File: src/rtl/cpu_defs.sv
// rtl/cpu_defs.sv - shared width and ordering constants for the mini CPU datapath
// Purpose: common word widths, slice-order encodings and the serializer state type.
// Ports: none (package).
package cpu_defs;

  localparam int CPU_WORD_W = 12;
  localparam int CPU_BYTE_W = 8;
  localparam int CPU_NIB_W  = 4;

  localparam logic ORDER_LSB = 1'b0;
  localparam logic ORDER_MSB = 1'b1;

  typedef enum logic {
    ST_IDLE = 1'b0,
    ST_SEND = 1'b1
  } ser_state_t;

endpackage

File: src/rtl/bus_split_serializer_mux.sv
// rtl/bus_split_serializer_mux.sv - combinational slice selector for the serializer
// Purpose: picks OUT_W-bit slice number beat_i out of a zero-padded word.
// Ports:
//   word_i  in  NBEATS*OUT_W  padded word
//   beat_i  in  IDX_W         slice number (0 = least significant slice)
//   slice_o out OUT_W         selected slice
module bus_slice_mux #(
  parameter int OUT_W  = 4,
  parameter int NBEATS = 3,
  parameter int IDX_W  = 2
) (
  input  logic [NBEATS*OUT_W-1:0] word_i,
  input  logic [IDX_W-1:0]        beat_i,
  output logic [OUT_W-1:0]        slice_o
);

  // Explicit compare-and-select keeps every part-select in range even when
  // IDX_W can encode more values than there are slices.
  always_comb begin
    slice_o = '0;
    for (int k = 0; k < NBEATS; k++) begin
      if (beat_i == IDX_W'(k)) begin
        slice_o = word_i[k*OUT_W +: OUT_W];
      end
    end
  end

endmodule

File: src/rtl/bus_split_serializer.sv
// rtl/bus_split_serializer.sv - splits an IN_W-bit word into OUT_W-bit beats with handshakes
// Purpose: accepts one word, emits its slices one per handshake, LSB- or MSB-first.
// Ports:
//   clk          in   1      rising-edge clock
//   rst_n        in   1      asynchronous active-low reset
//   in_valid     in   1      in_data/in_msb_first valid
//   in_ready     out  1      a word can be accepted this cycle
//   in_data      in   IN_W   word to split
//   in_msb_first in   1      1: highest slice first, 0: lowest slice first
//   out_valid    out  1      out_data holds a slice
//   out_ready    in   1      consumer takes the slice this cycle
//   out_data     out  OUT_W  current slice
//   out_idx      out  IDX_W  beat number within the word
//   out_last     out  1      current slice is the final beat
module bus_split_serializer
  import cpu_defs::*;
#(
  parameter int  IN_W   = CPU_WORD_W,
  parameter int  OUT_W  = CPU_NIB_W,
  localparam int NBEATS = (IN_W + OUT_W - 1) / OUT_W,
  localparam int IDX_W  = (NBEATS > 1) ? $clog2(NBEATS) : 1
) (
  input  logic             clk,
  input  logic             rst_n,
  input  logic             in_valid,
  output logic             in_ready,
  input  logic [IN_W-1:0]  in_data,
  input  logic             in_msb_first,
  output logic             out_valid,
  input  logic             out_ready,
  output logic [OUT_W-1:0] out_data,
  output logic [IDX_W-1:0] out_idx,
  output logic             out_last
);

  localparam int               PAD_W    = NBEATS * OUT_W;
  localparam logic [IDX_W-1:0] LAST_IDX = IDX_W'(NBEATS - 1);

  ser_state_t        state_q, state_d;
  logic [PAD_W-1:0]  word_q;
  logic              msb_q;
  logic [IDX_W-1:0]  idx_q;
  logic [OUT_W-1:0]  data_q;

  logic              fire_out, accept, advance, load;
  logic [PAD_W-1:0]  word_sel;
  logic              msb_sel;
  logic [IDX_W-1:0]  pos_next, beat_sel;
  logic [OUT_W-1:0]  slice;

  assign out_valid = (state_q == ST_SEND);
  assign out_last  = out_valid && (idx_q == LAST_IDX);
  assign out_data  = data_q;
  assign out_idx   = idx_q;

  assign fire_out  = out_valid & out_ready;
  assign in_ready  = !out_valid | (fire_out & out_last);
  assign accept    = in_valid & in_ready;
  assign advance   = fire_out & !out_last;
  assign load      = accept | advance;

  // On accept the first slice comes straight from the incoming word so it
  // can be registered in the same edge; otherwise step through the held word.
  assign word_sel  = accept ? PAD_W'(in_data) : word_q;
  assign msb_sel   = accept ? in_msb_first : msb_q;
  assign pos_next  = accept ? '0 : idx_q + IDX_W'(1);
  assign beat_sel  = (msb_sel == ORDER_MSB) ? (LAST_IDX - pos_next) : pos_next;

  bus_slice_mux #(
    .OUT_W  (OUT_W),
    .NBEATS (NBEATS),
    .IDX_W  (IDX_W)
  ) u_mux (
    .word_i  (word_sel),
    .beat_i  (beat_sel),
    .slice_o (slice)
  );

  always_comb begin
    state_d = state_q;
    unique case (state_q)
      ST_IDLE: if (accept) state_d = ST_SEND;
      ST_SEND: if (fire_out && out_last && !accept) state_d = ST_IDLE;
      default: state_d = ST_IDLE;
    endcase
  end

  always_ff @(posedge clk or negedge rst_n) begin
    if (!rst_n) begin
      state_q <= ST_IDLE;
      word_q  <= '0;
      msb_q   <= ORDER_LSB;
      idx_q   <= '0;
      data_q  <= '0;
    end else begin
      state_q <= state_d;
      if (load) begin
        word_q <= word_sel;
        msb_q  <= msb_sel;
        idx_q  <= pos_next;
        data_q <= slice;
      end
    end
  end

endmodule

File: config.mk
export PLATFORM = sky130hd
export DESIGN_NAME = bus_split_serializer
export DESIGN_NICKNAME = d
export VERILOG_FILES = /design/src/rtl/cpu_defs.sv /design/src/rtl/bus_split_serializer_mux.sv /design/src/rtl/bus_split_serializer.sv
export SDC_FILE = /design/constraint.sdc
export NUM_CORES = 1
export LEC_CHECK = 0
export CORE_ASPECT_RATIO = 0.8
export CORE_MARGIN = 2
export CORE_UTILIZATION = 40
export CTS_BUF_LIST = sky130_fd_sc_hd__clkbuf_8
export CTS_CLUSTER_SIZE = 30
export DETAILED_ROUTE_END_ITERATION = 16
export GPL_ROUTABILITY_DRIVEN = 0
export PLACE_DENSITY = 0.67
export SLEW_MARGIN = 20
export SYNTH_ARGS = -nofsm -noshare
export SYNTH_HDL_FRONTEND = slang
export SYNTH_SLANG_ARGS = --single-unit
File: constraint.sdc
create_clock -name clk -period 4.4 [get_ports clk]
set_clock_uncertainty 0.05 [all_clocks]
set_input_delay 0.66 -clock clk [delete_from_list [all_inputs] [get_ports clk]]
set_output_delay 0.66 -clock clk [all_outputs]
set_load 0.01 [all_outputs]
==> flow_summary.toml <==
[timing]
tns_ps = 0
slew_headroom_pct = 41.7
setup_violations = 0
clock.fmax_mhz = 325
finalHoldViolCount = 0
maxSlewViolCount = 0
rsz0062_at_grt = "false"
fin_hold_ws_ps = 438
fin_crit_sh_pct = 70.0
worst_pin_slew_ps = 872
fin_ws_ps = 1320
period_minus_slack_ps = 3080

[clock_tree]
cts_resized = 0
clk_latency_ps = 260
numCtsBuffers = 3
clock_path_buffers = 2
cts_root_buffer = "clkbuf_8"
clk_pin_slew_worst_paths_ps = 70
cts_sinks = 20
post_cts_buffers = 0
cts_tree = "done"
htree_num_levels = 1
cts_hold_buf = 0

[drt]
viasPerCell = 5.34
drt_iter0_markers = 29
vias = 833
wire_per_inst_um = 14.7
firstDrtPassIters = 4
wl_um = 2300
ant_nets = 0
drc = 0

[placed_design]
portBuffers = 25
post-place-ws_ps = 1080
dp.final_hpwl_um = 1750
dpl.cell_count = 152

[synthesis]
synth_mux_area_share_pct = 10.6
synth_xor_area_share_pct = 0
synthSimpleGateAreaFrac_pct = 11.6
synth_cell_types = 38
syn_area_per_cell_um2 = 11.0
syn_inst = 94
yosys_warnings = 0
synth_seq_cells = 20
ys_seq_area_share_pct = 48.2
syn-num-nets = 113
synth-compound-area-share_pct = 22.4
synth_top_family_by_area = "compound AO/OA/AOI/OAI gates"
syn_area_um2 = 1040
synth.top_cell.area_share_pct = 48.2
yosys-top-cells-area = "dfrtp_1 48%, mux2_2 8.7%, a21oi_1 3.4%"
yosys.area.top_type = "dfrtp_1"
synth_fa_ha_area_share_pct = 2.41

[critical_path]
cpMostUsedCell = "nand2_2"
worst_setup_path_start_kind = "primary input"
worstPathRequired_ps = 4490
crit_arrival_ps = 3170
end_kind = "flop"
crit_chain = "clkdlybuf4s50_1 > a21boi_4 > inv_2 > nand2_2 > nand2b_1 > ha_1 > nand2_1 > a221o_1 > nand2_2 > a2111oi_1 > a211o_1"
crit_path_top_delay_cell = "clkdlybuf4s50_1"
worst-path-max-fanout = 17
cp_top_family = "compound AO/OA/AOI/OAI gates"
max_stage_delay_ps = 510
critPathKind = "in2reg"
cp_num_buf_inv = 2

[status]
status = "completed"

[global_route]
grt_pass1_wl_um = 3800
overflow = 0
grt_max_degree = 21
track_usage_pct = 16.9
antenna_found_initial = 0
grt_pass1_vias = 795

[cells_and_area]
drive_gt1_share_pct = 20.0
diodes = 0
nets = 140
syn_to_final_growth_pct = 31.8
final_cell_count_no_fill = 156

[floorplanning]
core_um2 = 2460
dieArea_um2 = 3020
die_h_um = 49.6
io_pins = 26
initial_core_util_pct = 42.2
dieWidth_um = 61.0
rows = 16

[pwr]
p_leak_uw = 0.000628
ir_drop_v = 0.000338
power-per-cell-area_nw_per_um2 = 696

[job]
drv_cap = 0

[worst_hold_path]
hold_path.class = "reg2reg"
==> placed cells by master (no fill, tap or decap), types with 3 or more instances in the layout <==
cell / netlist / final
clkdlybuf4s50_1: 0 / 25
dfrtp_1: 20 / 20
mux2_2: 8 / 8
a21oi_1: 7 / 7
inv_1: 7 / 7
nand2_1: 6 / 6
clkbuf_8: 0 / 4
a21o_1: 3 / 3
nor2_1: 3 / 3
and3_2: 3 / 3
o2111ai_1: 3 / 3
==> registers in the layout, summed over array words and instances (netlist names) <==
name / cells
msb_q: 1
out_data: 4
out_idx: 2
out_valid: 1
word_q: 12
==> layer usage <==
layer | up-vias | GRT usage (%) | wire length (um)
li1 | 400 | - | -
met2 | 16 | 25.1 | 1040
met1 | 415 | 24.2 | 1150
met5 | - | 0 | 0
met3 | 2 | 5.77 | 90
met4 | 0 | 2.90 | 10
==> cells in the mapped netlist <==
cell,count
o221ai_1,1
or2_2,1
nand2_1,6
a311oi_1,1
mux2i_1,2
a2111oi_0,1
a211o_1,1
mux2_2,8
and2_2,1
a2111oi_1,1
inv_1,7
o2bb2ai_1,1
nor2_1,3
nand2b_1,1
a21o_1,3
a22o_1,1
a21boi_4,1
a31oi_1,1
or2b_2,1
a311o_1,2
and3_2,3
a21oi_1,7
nand3_1,2
or2_0,1
ha_1,2
dfrtp_1,20
a211oi_1,1
inv_2,1
a221o_1,1
a21o_2,1
buf_6,1
o21ai_0,1
a22o_2,1
nand2_2,2
o2111ai_1,3
clkbuf_1,1
and3_1,1
buf_2,1
==> stage by stage <==
step / instance area [um2] / power (uW) / utilization [%]
CTS: 1370 / 960 / 55.6
finish: 1370 / 953 / 55.6
floorplan: 1040 / 651 / -
global placement: 1310 / 805 / 53.4
detailed placement: 1310 / 817 / 53.4
global route: 1370 / 1030 / 55.6
==> cell type report <==
class | count | area, um2
clock buffers | 4 | 55.1
well taps | 36 | 45.0
multi-input cells | 63 | 488
flip-flops and latches | 20 | 500
inverters | 8 | 30.0
repair buffers | 25 | 250
fillers | 234 | 1090
==> worst paths after layout <==
| kind | endpoint | cells after the start | from | slack, ps |
|---|---|---|---|---|
| min in group asynchronous | out_data[0] | 1 | rst_n | 850 |
| worst max-delay path | out_data[0] | 11 | out_ready | 1320 |
| worst min register to register | word_q[3] | 1 | word_q[3] | 440 |
| worst min-delay path | word_q[3] | 1 | word_q[3] | 440 |
| worst max register to register | out_data[0] | 12 | out_idx[0] | 1350 |
| max in group asynchronous | word_q[4] | 1 | rst_n | 2920 |
==> power by group <==
| group | internal, uW | total (uW) | switching (uW) | leakage (uW) |
|---|---|---|---|---|
| clock network | 79.6 | 137 | 57.2 | 0.0000288 |
| logic | 253 | 492 | 239 | 0.000360 |
| registers | 272 | 324 | 52.2 | 0.000240 |
| total | 605 | 953 | 349 | 0.000628 |
==> logic make-up (layout without fill, tap and decap cells) <==
family          count (synthesis)  after routing
flops                          20             20
mux                            10             10
compound gates                 29             29
simple gates                   22             22
fa+ha+maj                       2              2
buf+inv                        11             37
(Power assumes the default switching activity.)
